--- src/rtl/cpu_types_pkg.sv ---
// Shared CPU-side types: word, RAM handshake state, arbiter FSM state.
package cpu_types_pkg;

  localparam int unsigned NREQ_DEFAULT = 4;
  localparam int unsigned WORD_W       = 32;

  typedef logic [WORD_W-1:0] word_t;

  typedef enum logic [1:0] {
    FREE   = 2'd0,
    BUSY   = 2'd1,
    ACCESS = 2'd2,
    ERROR  = 2'd3
  } ramstate_t;

  typedef enum logic [1:0] {
    IDLE  = 2'd0,
    GRANT = 2'd1,
    BEAT0 = 2'd2,
    BEAT1 = 2'd3
  } arb_state_t;

  // Index width for n requesters; never zero so single-requester builds still elaborate.
  function automatic int unsigned idx_width(input int unsigned n);
    return (n > 1) ? $clog2(n) : 1;
  endfunction

endpackage

--- src/rtl/rr_select.sv ---
// Combinational round-robin picker: first set request at or after rr, wrapping.
module rr_select
  import cpu_types_pkg::*;
#(
  parameter int unsigned NREQ = NREQ_DEFAULT,
  localparam int unsigned IDXW = idx_width(NREQ)
) (
  input  logic [NREQ-1:0] req,
  input  logic [IDXW-1:0] rr,
  output logic [IDXW-1:0] owner,
  output logic            valid
);

  logic [IDXW-1:0] cand;

  // Scan requesters starting at rr; the first hit wins and later hits are ignored.
  always_comb begin
    owner = '0;
    valid = 1'b0;
    cand  = '0;
    for (int unsigned i = 0; i < NREQ; i++) begin
      cand = IDXW'((32'(rr) + i) % NREQ);
      if (!valid && req[cand]) begin
        valid = 1'b1;
        owner = cand;
      end
    end
  end

endmodule

--- src/rtl/mem_arbiter.sv ---
// Round-robin arbiter sharing one single-port RAM between NREQ requesters,
// supporting single-word and two-word block transfers.
module mem_arbiter
  import cpu_types_pkg::*;
#(
  parameter int unsigned NREQ = NREQ_DEFAULT
) (
  input  logic                CLK,
  input  logic                RST,
  input  logic [NREQ-1:0]     req,
  input  logic [NREQ-1:0]     wen,
  input  logic [NREQ-1:0]     blk,
  input  word_t [NREQ-1:0]    addr,
  input  word_t [NREQ-1:0]    wdata,
  output logic [NREQ-1:0]     rwait,
  output word_t               rdata,
  output logic                beat,
  output logic                err,
  output logic                ramREN,
  output logic                ramWEN,
  output word_t               ramaddr,
  output word_t               ramstore,
  input  word_t               ramload,
  input  ramstate_t           ramstate
);

  localparam int unsigned IDXW = idx_width(NREQ);

  arb_state_t      state_q, state_d;
  logic [IDXW-1:0] owner_q, owner_d;
  logic [IDXW-1:0] rr_q, rr_d;
  logic [IDXW-1:0] rr_next;
  logic [IDXW-1:0] pick;
  logic            pick_valid;
  logic            own_req;
  logic            in_beat;

  rr_select #(.NREQ(NREQ)) u_rr_select (
    .req   (req),
    .rr    (rr_q),
    .owner (pick),
    .valid (pick_valid)
  );

  assign own_req = req[owner_q];
  assign in_beat = (state_q == BEAT0) || (state_q == BEAT1);
  assign rr_next = (owner_q == IDXW'(NREQ - 1)) ? '0 : IDXW'(owner_q + 1'b1);
  assign rdata   = ramload;

  // State, owner and round-robin pointer registers.
  always_ff @(posedge CLK or posedge RST) begin
    if (RST) begin
      state_q <= IDLE;
      owner_q <= '0;
      rr_q    <= '0;
    end else begin
      state_q <= state_d;
      owner_q <= owner_d;
      rr_q    <= rr_d;
    end
  end

  // Next-state, pointer update and RAM/requester handshake outputs.
  always_comb begin
    state_d  = state_q;
    owner_d  = owner_q;
    rr_d     = rr_q;
    rwait    = req;
    ramREN   = 1'b0;
    ramWEN   = 1'b0;
    ramaddr  = '0;
    ramstore = '0;
    err      = 1'b0;
    beat     = (state_q == BEAT1);

    case (state_q)
      IDLE: begin
        if (pick_valid) begin
          owner_d = pick;
          state_d = GRANT;
        end
      end

      GRANT: begin
        if (!own_req) begin
          state_d = IDLE;
          rr_d    = rr_next;
        end else begin
          state_d = BEAT0;
        end
      end

      BEAT0, BEAT1: begin
        if (!own_req) begin
          state_d = IDLE;
          rr_d    = rr_next;
        end else begin
          case (ramstate)
            ACCESS: begin
              if ((state_q == BEAT0) && blk[owner_q]) begin
                state_d = BEAT1;
              end else begin
                state_d = IDLE;
                rr_d    = rr_next;
              end
            end
            ERROR: begin
              state_d = IDLE;
              rr_d    = rr_next;
            end
            default: ;
          endcase
        end
      end

      default: state_d = IDLE;
    endcase

    // Drive the RAM only while the owner still holds its request.
    if (in_beat) begin
      ramaddr  = addr[owner_q] + ((state_q == BEAT1) ? 32'd4 : 32'd0);
      ramstore = wdata[owner_q];
      if (own_req) begin
        ramREN = ~wen[owner_q];
        ramWEN = wen[owner_q];
        if (ramstate == ACCESS) begin
          rwait[owner_q] = 1'b0;
        end else if (ramstate == ERROR) begin
          rwait[owner_q] = 1'b0;
          err            = 1'b1;
        end
      end
    end
  end

endmodule
--- config.mk ---
export PLATFORM = sky130hd
export DESIGN_NAME = mem_arbiter
export DESIGN_NICKNAME = d
export VERILOG_FILES = /design/src/rtl/cpu_types_pkg.sv /design/src/rtl/rr_select.sv /design/src/rtl/mem_arbiter.sv
export SDC_FILE = /design/constraint.sdc
export NUM_CORES = 1
export LEC_CHECK = 0
export ABC_AREA = 1
export CAP_MARGIN = 20
export CORE_AREA = 3 3 159 161
export CTS_BUF_LIST = sky130_fd_sc_hd__clkbuf_2
export DETAILED_ROUTE_END_ITERATION = 10
export DIE_AREA = 0 0 162 164
export GPL_ROUTABILITY_DRIVEN = 0
export PLACE_DENSITY_LB_ADDON = 0.25
export SLEW_MARGIN = 15
export SYNTH_ARGS = -nofsm -noshare
export SYNTH_HDL_FRONTEND = slang
export SYNTH_SLANG_ARGS = --single-unit
--- constraint.sdc ---
create_clock -name CLK -period 6.84 [get_ports CLK]
set_input_delay 1.71 -clock CLK [delete_from_list [all_inputs] [get_ports CLK]]
set_output_delay 1.71 -clock CLK [all_outputs]
set_load 0.05 [all_outputs]
==> summary.md <==
| Metric | Value |
|---|---|
| Worst endpoint required time | `5130 ps` |
| Max_slew headroom | `34.9%` |
| Synth Flop Type | `dfrtp_1` |
| Final #Nets | `1607` |
| Cell type with the largest total area after synthesis | `nand2_1` |
| CTS Root Cell | `clkbuf_2` |
| Post-DRT Antenna Nets | `0` |
| Synth Cell Area | `0.00473 sq mm` |
| Setup_tns | `0 ps` |
| #FFs+latches synth | `6` |
| DRC viols | `0` |
| Hold Worst Slack | `558 ps` |
| Fraction of registers with async set or reset after synthesis | `100%` |
| Switching Fraction | `68.1%` |
| Fin crit share | `92.6%` |
| GRT Overall Usage | `17.8%` |
| Gate Count Post-Synth | `1030` |
| Internal Power | `0.913 mW` |
| Core box area | `0.0241 sq mm` |
| Post-synth EDFFs | `0` |
| Top cells by area, synth | `nand2_1 29%, nor2_1 19%, o21ai_0 10%` |
| Comb power frac | `94.5%` |
| WL/cell | `15.8 um` |
| Crit path capture type | `output pin` |
| Register area share after synthesis | `3.18%` |
| CP Class | `input pin to output pin` |
| I/O pins | `408` |
| Final core utilization | `33.4%` |
| Ys Warns | `0` |
| Post-synthesis xor/xnor area fraction | `0.556%` |
| Via-to-Cell Ratio | `4.50` |
| Synth unique cells | `31` |
| Worst-path clk slew | `60 ps` |
| Fmax | `158 MHz` |
| RSZ-0062 raised after global routing | `no` |
| DP Worst Slack | `481 ps` |
| Power Dens Cells | `355 mW/mm^2` |
| Post-synth top area share | `29.5%` |
| Die area | `0.0266 sq mm` |
| CTS tree | `done` |
| Compound-gate portion of the synthesized area | `17.0%` |
| Clk buf depth | `2` |
| Vias in the first global route | `6793` |
| Num rows | `57` |
| Status | `finished, final reports clean` |
| CP Launch Type | `input pin` |
| Pre-Repair DR Iteration Count | `5` |
| Simple-Gate Fraction of Synth Area | `61.2%` |
| Final hold violations | `0` |
| Drt total wl | `25700 um` |
| WP data arrival | `4620 ps` |
| Clock Sink Count | `6` |
| Post-detail-place hpwl | `20800 um` |
| Iter 0 DRT Violations | `518` |
| Max VDD drop | `276 uV` |
| Sequential Power Share | `4.7%` |
| Largest family of logic cells by synthesized area | `simple AND/OR/NAND/NOR gates` |
| Initial antenna violation count | `1` |
| Leakage power | `3.52 nW` |
| Layout Area Growth over Synthesis | `70.4%` |
| Congestion Overflow GR | `0` |
| Initial Utilization | `19.6%` |
| Final setup fails | `0` |
| Post-CTS sizing | `0` |
| Max Slew Vio Count | `0` |
| MaxCap Viol Count | `0` |
| Vert. Die Dim | `164 um` |
| Total net switching power | `1.95 mW` |
| Global-route wire length before repair | `38100 um` |
| Htree depth | `1` |
| Die Width | `162 um` |
| Worst Skew | `1.94 ps` |
| Critical path fanouts, max | `6` |
| TritonCTS Buffers | `3` |
| Clock share of power | `0.8%` |
| Via total after detailed routing | `7298` |
| Final min period | `6330 ps` |
| Clock latency on the worst-skew pair | `210 ps` |
| Slew @ Worst Pin | `976 ps` |
| HP Class | `flip-flop to flip-flop` |
| Post-Synth Adder-Cell Area | `1.59%` |
| Largest net degree at the start of global routing | `89` |
| Worst setup margin | `505 ps` |
| Share of layout cells above drive strength 1 | `3.71%` |
| Mapped Nets | `1340` |
| Synth Area per Inst | `4.59 sq um` |
| Mux share of post-synthesis cell area | `0.212%` |
| IO buf count | `343` |
| Post-CTS Hold Fix Bufs | `0` |
| Postcts setup bufs | `0` |
## metrics by stage
| stage | area [sq um] | power [mW] | cells |
|---|---|---|---|
| after floorplan | 4730 | 2.08 | 1030 |
| after global routing | 8050 | 3.16 | 1620 |
| final | 8050 | 2.86 | 1620 |
| after global placement | 8030 | 2.85 | 1616 |
| after detailed placement | 8030 | 2.85 | 1616 |
| after CTS | 8050 | 2.88 | 1619 |
## layout make-up
class                      count  area (sq um)
fill                        2792         16100
multi-input combinational    888          3810
timing repair buffer         352          3480
tap                          324           405
inverter                      46           181
sequential                     6           158
clock buffer                   3          15.0
antenna                        1          2.50
## layer usage
| metal | share of wire, % | GRT usage (%) | up-vias |
|---|---|---|---|
| li1 | - | - | 3762 |
| met5 | 0 | 0 | - |
| met3 | 6.4 | 3.20 | 38 |
| met2 | 50 | 32.0 | 242 |
| met4 | 2.0 | 3.61 | 0 |
| met1 | 42 | 22.4 | 3256 |
## synth_stat cells (2+ instances only)
cell,number
nand3_2,2
dfrtp_1,6
buf_6,9
ha_1,6
xor2_1,3
a21oi_1,51
nand2_2,9
o21ai_0,99
nor3_1,8
buf_1,5
a32oi_1,2
nand3_1,77
clkbuf_1,17
o21ai_1,3
inv_1,43
inv_2,2
nor2_2,11
nor2_1,236
buf_2,19
nand2_1,371
buf_4,39
nand4_1,3
## flip-flops by register name, summed over array words and instances, names as in the netlist
| name | cells |
|---|---|
| state_q | 2 |
| rr_q | 2 |
| owner_q | 2 |
## final timing paths
| check | start | end | slack (ps) | cells after the start |
|---|---|---|---|---|
| max reg2reg | owner_q[1] | rr_q[0] | 4070 | 10 |
| max in group asynchronous | RST | owner_q[1] | 4890 | 2 |
| min in group asynchronous | RST | state_q[0] | 1720 | 2 |
| max | addr[66] | ramaddr[17] | 510 | 13 |
| min reg2reg | rr_q[1] | rr_q[1] | 560 | 2 |
| min | rr_q[1] | rr_q[1] | 560 | 2 |
## critical path, cell delays in order
cell and delay [ps]:
clkdlybuf4s50_1 450, o21ai_0 60, o22ai_1 370, ha_1 220
nand3_1 90, inv_1 150, nand2_2 120, nor2_4 210
nand2_2 110, o21ai_1 140, nand2_1 70, nor2_1 90
clkdlybuf4s50_1 820
## cell families (layout without fill, tap and decap cells)
logic type      after synthesis  after routing
buf+inv                     136            401
xor+xnor                      3              3
simple gates                720            720
compound gates              158            158
other cells                   0              1
mux                           1              1
fa+ha+maj                     6              6
flops                         6              6
## power groups by stage
| stage | combinational, mW | sequential [mW] | clock (mW) |
|---|---|---|---|
| 2_1_floorplan | 2.02 | 0.0669 | 0 |
| 5_1_grt | 2.99 | 0.143 | 0.0269 |
| 4_1_cts | 2.72 | 0.137 | 0.0250 |
| 3_5_place_dp | 2.71 | 0.138 | 0 |
| 3_3_place_gp | 2.71 | 0.136 | 0 |
| 6_report | 2.70 | 0.135 | 0.0239 |
## layout by cell type (no fill, tap or decap), types with 2 or more instances in the layout
| cell type | n |
|---|---|
| ha_1 | 6 |
| nand3_1 | 77 |
| inv_1 | 43 |
| clkdlybuf4s50_1 | 335 |
| o21ai_1 | 3 |
| dfrtp_1 | 4 |
| dfrtp_4 | 2 |
| nand3_2 | 2 |
| a21oi_1 | 51 |
| o21ai_0 | 99 |
| nand2_2 | 9 |
| buf_4 | 17 |
| nor2_2 | 11 |
| nor3_1 | 8 |
| xor2_1 | 3 |
| a32oi_1 | 2 |
| clkbuf_2 | 3 |
| nand4_1 | 3 |
| nor2_1 | 236 |
| nand2_1 | 371 |
(Power assumes the default switching activity.)
==> RTL change 1, RTL diff (config.mk and constraints unchanged) <==
The package constant `WORD_W` goes from 32 to 40.
--- a/src/rtl/cpu_types_pkg.sv
+++ b/src/rtl/cpu_types_pkg.sv
@@ -3,5 +3,5 @@
 
   localparam int unsigned NREQ_DEFAULT = 4;
-  localparam int unsigned WORD_W       = 32;
+  localparam int unsigned WORD_W       = 40;
 
   typedef logic [WORD_W-1:0] word_t;
Ports: changed (6 resized); port bits go from 408 to 504. The function was not compared with the original's and may differ.
==> RTL change 1 against the unedited design <==
Clock skew rose by 0.012 ns. Sequential cell count did not move. Setup slack improved by 0.015 ns. Count of clock-buffer cells in the layout rose by 1. Synthesized cell count rose by 12%. Critical path depth did not move. Synthesized area rose by 11%. Via count rose by 13%. Final area rose by 16%. Routed wire length rose by 20%. Total power rose by 9.2%. Sequential power fell by 13%. Critical endpoint is now ramaddr[22]. Largest power group unchanged. Highest routed layer is now met5.
==> RTL change 1: results (changes against the unedited design) <==
M3 GR Usage - 0.0840 (+0.0520)
Multiplexer share of the synthesized area - 0 (-0.00212)
GR Util met1 - 0.276 (+0.0522)
Comb group - 2980 uW (+10%)
Register area share after synthesis - 0.0285 (-0.00326)
Leakage - 0.00411 uW (+17%)
Synth cell count leaders - nand2_1 (365), nor2_1 (270), o21ai_0 (129)
# DRC - 0 (unchanged)
Non-Filler Instances - 1815 (+12%)
Placed cells - 1803 (+12%)
P_int - 1010 uW (+11%)
HP Class - reg -> reg
Synth Instances - 1153 (+12%)
Top cells by area, synth - nand2_1 (26%), nor2_1 (19%), o21ai_0 (12%)
Mapped Nets - 1535 (+15%)
Compound-Gate Fraction of Synth Area - 0.200 (+0.0296)
Num CTS Buffers - 3 (unchanged)
Crit Path Max Fanout - 8 (+2)
Reg-to-Reg Start - owner_q[0]
Psw - 2110 uW (+8.5%)
Crit. Startpoint - addr[2]
Status - finished clean
WL met3 - 3130 um (+92%)
Arrival @ worst endpoint - 4.61 ns (about the same)
Largest net degree at the start of global routing - 121 (+36%)
Worst-Skew Late Latency - 0.23 ns (+0.02 ns)
Placed Area - 0.00930 mm^2 (+16%)
Place WS - 0.494 ns (+0.0134 ns)
Post-CTS Setup Inserts - 0 (unchanged)
Met1 WL - 13300 um (+24%)
FF-to-FF path depth - 9 (-1)
Met2 Resource Use GR - 0.330 (+0.0107)
Share of cells above drive strength 1 - 0.0445 (+0.00744)
Vias in the first global route - 7484 (+10%)
Distinct cells, synth - 32 (+3.2%)
HP Start - rr_q[1]
Total GRT Usage - 0.212 (+0.0339)
Met2 WL - 13500 um (+6.1%)
First-pass GRT wire length - 44300 um (+16%)
Buffers on Ports - 423 (+23%)
Final #Nets - 1866 (+16%)
Peak supply drop - 0.000131 V (-53%)
Initial DRT Pass Iterations - 6 (+1)
Via-per-instance ratio - 4.53 (+0.56%)
DRT iter0 DRCs - 590 (+14%)
Warnings, synthesis - 0 (unchanged)
Adder-cell share of the synthesized area - 0.0143 (-0.00163)
Filler cells - 2730 (-2.2%)
Dpl hpwl - 25200 um (+21%)
Clock Path Buffers - 2 (unchanged)
Final WL - 30700 um (+20%)
Clock Skew - 0.0141 ns (+0.0121 ns)
Worst slew pin tran - 0.737 ns (-0.239 ns)
Max layer used - met5
Initial antenna violation count - 17 (+16)
CP max stage delay - 0.82 ns (about the same)
XOR/XNOR Fraction of Synth Area - 0.00166 (-0.00390)
[RTL change 1: cell types whose count changed after synthesis, sizes merged, moves of 2 or more]
cell / change
a21oi: +15
buf: +16
inv: +32
nand2: -8
nand4: +2
nor2: +37
nor3: -2
o21ai: +29
o22ai: +2
xor2: -2
[RTL change 1: path summary, 6_finish.rpt]
kind / endpoint / slack (ns)
worst max-delay path: ramaddr[22] / 0.52
worst min-delay path: rr_q[1] / 0.58
worst max register to register: rr_q[0] / 4.14
worst min register to register: rr_q[1] / 0.58
max in group asynchronous: owner_q[1] / 4.92
min in group asynchronous: state_q[1] / 1.70
[RTL change 1: area by class of cell]
type                            instances  area [um^2]  share of cell area
Clock buffer                            4         20.0             0.00214
Antenna cell                            8         20.0             0.00214
Timing Repair Buffer                  433         4280               0.459
Multi-Input combinational cell        962         4160               0.445
Tap cell                              324          405              0.0434
Inverter                               78          297              0.0317
Sequential cell                         6          158              0.0169
==> RTL change 2, RTL diff (same flow settings) <==
Without the edit above. Take the reset off `rr_q` and load it in a clocked block of its own.
--- a/src/rtl/mem_arbiter.sv
+++ b/src/rtl/mem_arbiter.sv
@@ -53,10 +53,12 @@
       state_q <= IDLE;
       owner_q <= '0;
-      rr_q    <= '0;
     end else begin
       state_q <= state_d;
       owner_q <= owner_d;
-      rr_q    <= rr_d;
     end
+  end
+
+  always_ff @(posedge CLK) begin
+    rr_q <= rr_d;
   end
 
Formal check against the unedited RTL: not equivalent (a bounded check fails within 10 cycles, from zero or initial values and one cycle with RST high; the reset may be asserted at any time).
==> RTL change 2 against the unedited design <==
Die area is the same. Synthesized area shrank 3.2%. Sequential cell count is the same. Routed wire length shrank 4.1%. Sequential share of layout area grew 0.15 points. First-iteration DRC count shrank 16%. Final cell count shrank 2.4%. Final area shrank 1.4%. Combinational power shrank 3%. Setup slack gained 0.032 ns. Critical path type unchanged. Worst hold slack gained 0.045 ns. Total power shrank 3.1%.
==> RTL change 2: results (changes against the unedited design) <==
Slowest-stage cell, CP - clkdlybuf4s50_1
Total GRT Usage - 0.171 (-0.00685)
M3 GR Usage - 0.0270 (-0.00504)
Dpl hpwl - 19800 um (-5.1%)
Placed Area - 0.00792 mm^2 (-1.5%)
Initial antenna violation count - 1 (unchanged)
Initial DRT Pass Iterations - 5 (unchanged)
Rel. slew slack - 0.492 (+0.142)
Post-CTS Setup Inserts - 0 (unchanged)
H-tree depth - 1 (unchanged)
Peak supply drop - 0.000152 V (-45%)
Number of routed nets with antenna violations - 0 (unchanged)
Psw - 1860 uW (-4.4%)
Final WL - 24600 um (-4.1%)
Top cells by area, synth - nand2_1 (29%), nor2_1 (18%), o21ai_0 (11%)
Met2 Resource Use GR - 0.295 (-0.0245)
Via-per-instance ratio - 4.42 (-1.9%)
CP max stage delay - 0.81 ns
Arrival @ worst endpoint - 4.59 ns (-0.03 ns)
Buffers on Ports - 343 (unchanged)
Vias in the first global route - 6502 (-4.3%)
Register area share after synthesis - 0.0350 (+0.00325)
Largest net degree at the start of global routing - 68 (-24%)
Place WS - 0.440 ns (-0.0411 ns)
GR Util met1 - 0.229 (+0.00525)
Mapped Nets - 1299 (-3.1%)
Async SR Flop Fraction - 0.667 (-0.333)
Commonest register cell after synthesis - dfrtp_1
Status - finished clean
Clock Path Buffers - 2 (unchanged)
Root Buffer Master - clkbuf_2
Num CTS Buffers - 3 (unchanged)
Biggest regs - owner_q: 2 flops, rr_q: 2 flops, state_q: 2 flops
Reg clk slew, reported paths - 0.08 ns (+0.02 ns)
Worst-Skew Late Latency - 0.23 ns (+0.02 ns)
DRT iter0 DRCs - 434 (-16%)
Leakage - 0.00342 uW (-2.7%)
HP Class - reg -> reg
Post-CTS sizing - 0 (unchanged)
Synth cell count leaders - nand2_1 (352), nor2_1 (217), o21ai_0 (96)
Clock Skew - 0.0121 ns (+0.0102 ns)
Distinct cells, synth - 31 (unchanged)
Share of cells above drive strength 1 - 0.0374 (+0.000355)
First-pass GRT wire length - 36300 um (-4.6%)
Crit Path Max Fanout - 7 (+1)
EDFF count, synth - 2 (+2)
Final #Nets - 1567 (-2.5%)
Warnings, synthesis - 0 (unchanged)
[RTL change 2: cell types whose count changed in the layout (fill, tap and decap cells not counted), sizes merged, moves of 2 or more]
cell	before	now
nand2	380	358
nor2	248	232
clkdlybuf4s50	335	340
o21ai	102	97
buf	17	13
a21oi	51	54
and2	0	2
dfrtp	6	4
edfxtp	0	2
inv	45	47
xor2	3	1
[RTL change 2: final timing paths]
check	depth (start not counted)	slack (ns)	start	end
min in group asynchronous	2	1.65	RST	state_q[0]
max reg2reg	8	3.83	owner_q[0]	rr_q[0]
min	2	0.60	state_q[0]	state_q[0]
min reg2reg	2	0.60	state_q[0]	state_q[0]
max in group asynchronous	2	5.01	RST	owner_q[1]
max	13	0.54	addr[66]	ramaddr[24]
[RTL change 2: cells by family (layout without fill, tap and decap cells)]
| logic type | after synthesis | after routing | synth area share |
|---|---|---|---|
| and+or+nand+nor | 682 | 682 | 0.607 |
| AOI/OAI and AO/OA | 157 | 157 | 0.175 |
| buffers and inverters | 137 | 404 | 0.165 |
| adders and majority gates | 6 | 6 | 0.0164 |
| DFF | 6 | 6 | 0.0350 |
| xor gates and xnor gates | 1 | 1 | 0.00192 |
| other | 0 | 1 | 0 |
[RTL change 2: routing by layer]
| layer | share of wire | vias to the layer above |
|---|---|---|
| met5 | 0 | - |
| met4 | 0.017 | 0 |
| met3 | 0.067 | 26 |
| met2 | 0.48 | 264 |
| met1 | 0.44 | 3064 |
| li1 | - | 3634 |
[RTL change 2: final cells by class]
| class | instances | area, um^2 |
|---|---|---|
| repair buffers | 353 | 3500 |
| clock buffers | 4 | 20.0 |
| flip-flops and latches | 6 | 168 |
| multi-input cells | 846 | 3660 |
| inverters | 47 | 184 |
| well taps | 324 | 405 |
| diodes | 1 | 2.50 |
| fillers | 2844 | 16200 |
[RTL change 2: critical path: cells and delay by family]
kind | cells | cell delay (ns)
and+or+nand+nor | 7 | 0.91
adders and majority gates | 1 | 0.22
AOI/OAI and AO/OA | 2 | 0.43
buffers and inverters | 3 | 1.32
[RTL change 2: power by group through the flow]
| stage | Clock [uW] | Combinational, uW | Sequential [uW] |
|---|---|---|---|
| 6_report | 29.6 | 2610 | 128 |
| 4_1_cts | 31.3 | 2650 | 128 |
| 2_1_floorplan | 0 | 1950 | 71.5 |
| 3_3_place_gp | 0 | 2640 | 130 |
| 5_1_grt | 33.8 | 2910 | 135 |
| 3_5_place_dp | 0 | 2640 | 130 |
[RTL change 2: metrics by stage]
stage                      util  hold WS [ns]  std cells
final                     0.329         0.603       1581
after global routing      0.329         0.635       1581
after CTS                 0.329         0.614       1580
after detailed placement  0.328         0.601       1576
after global placement    0.328         0.599       1576
after floorplan               -         0.547        989
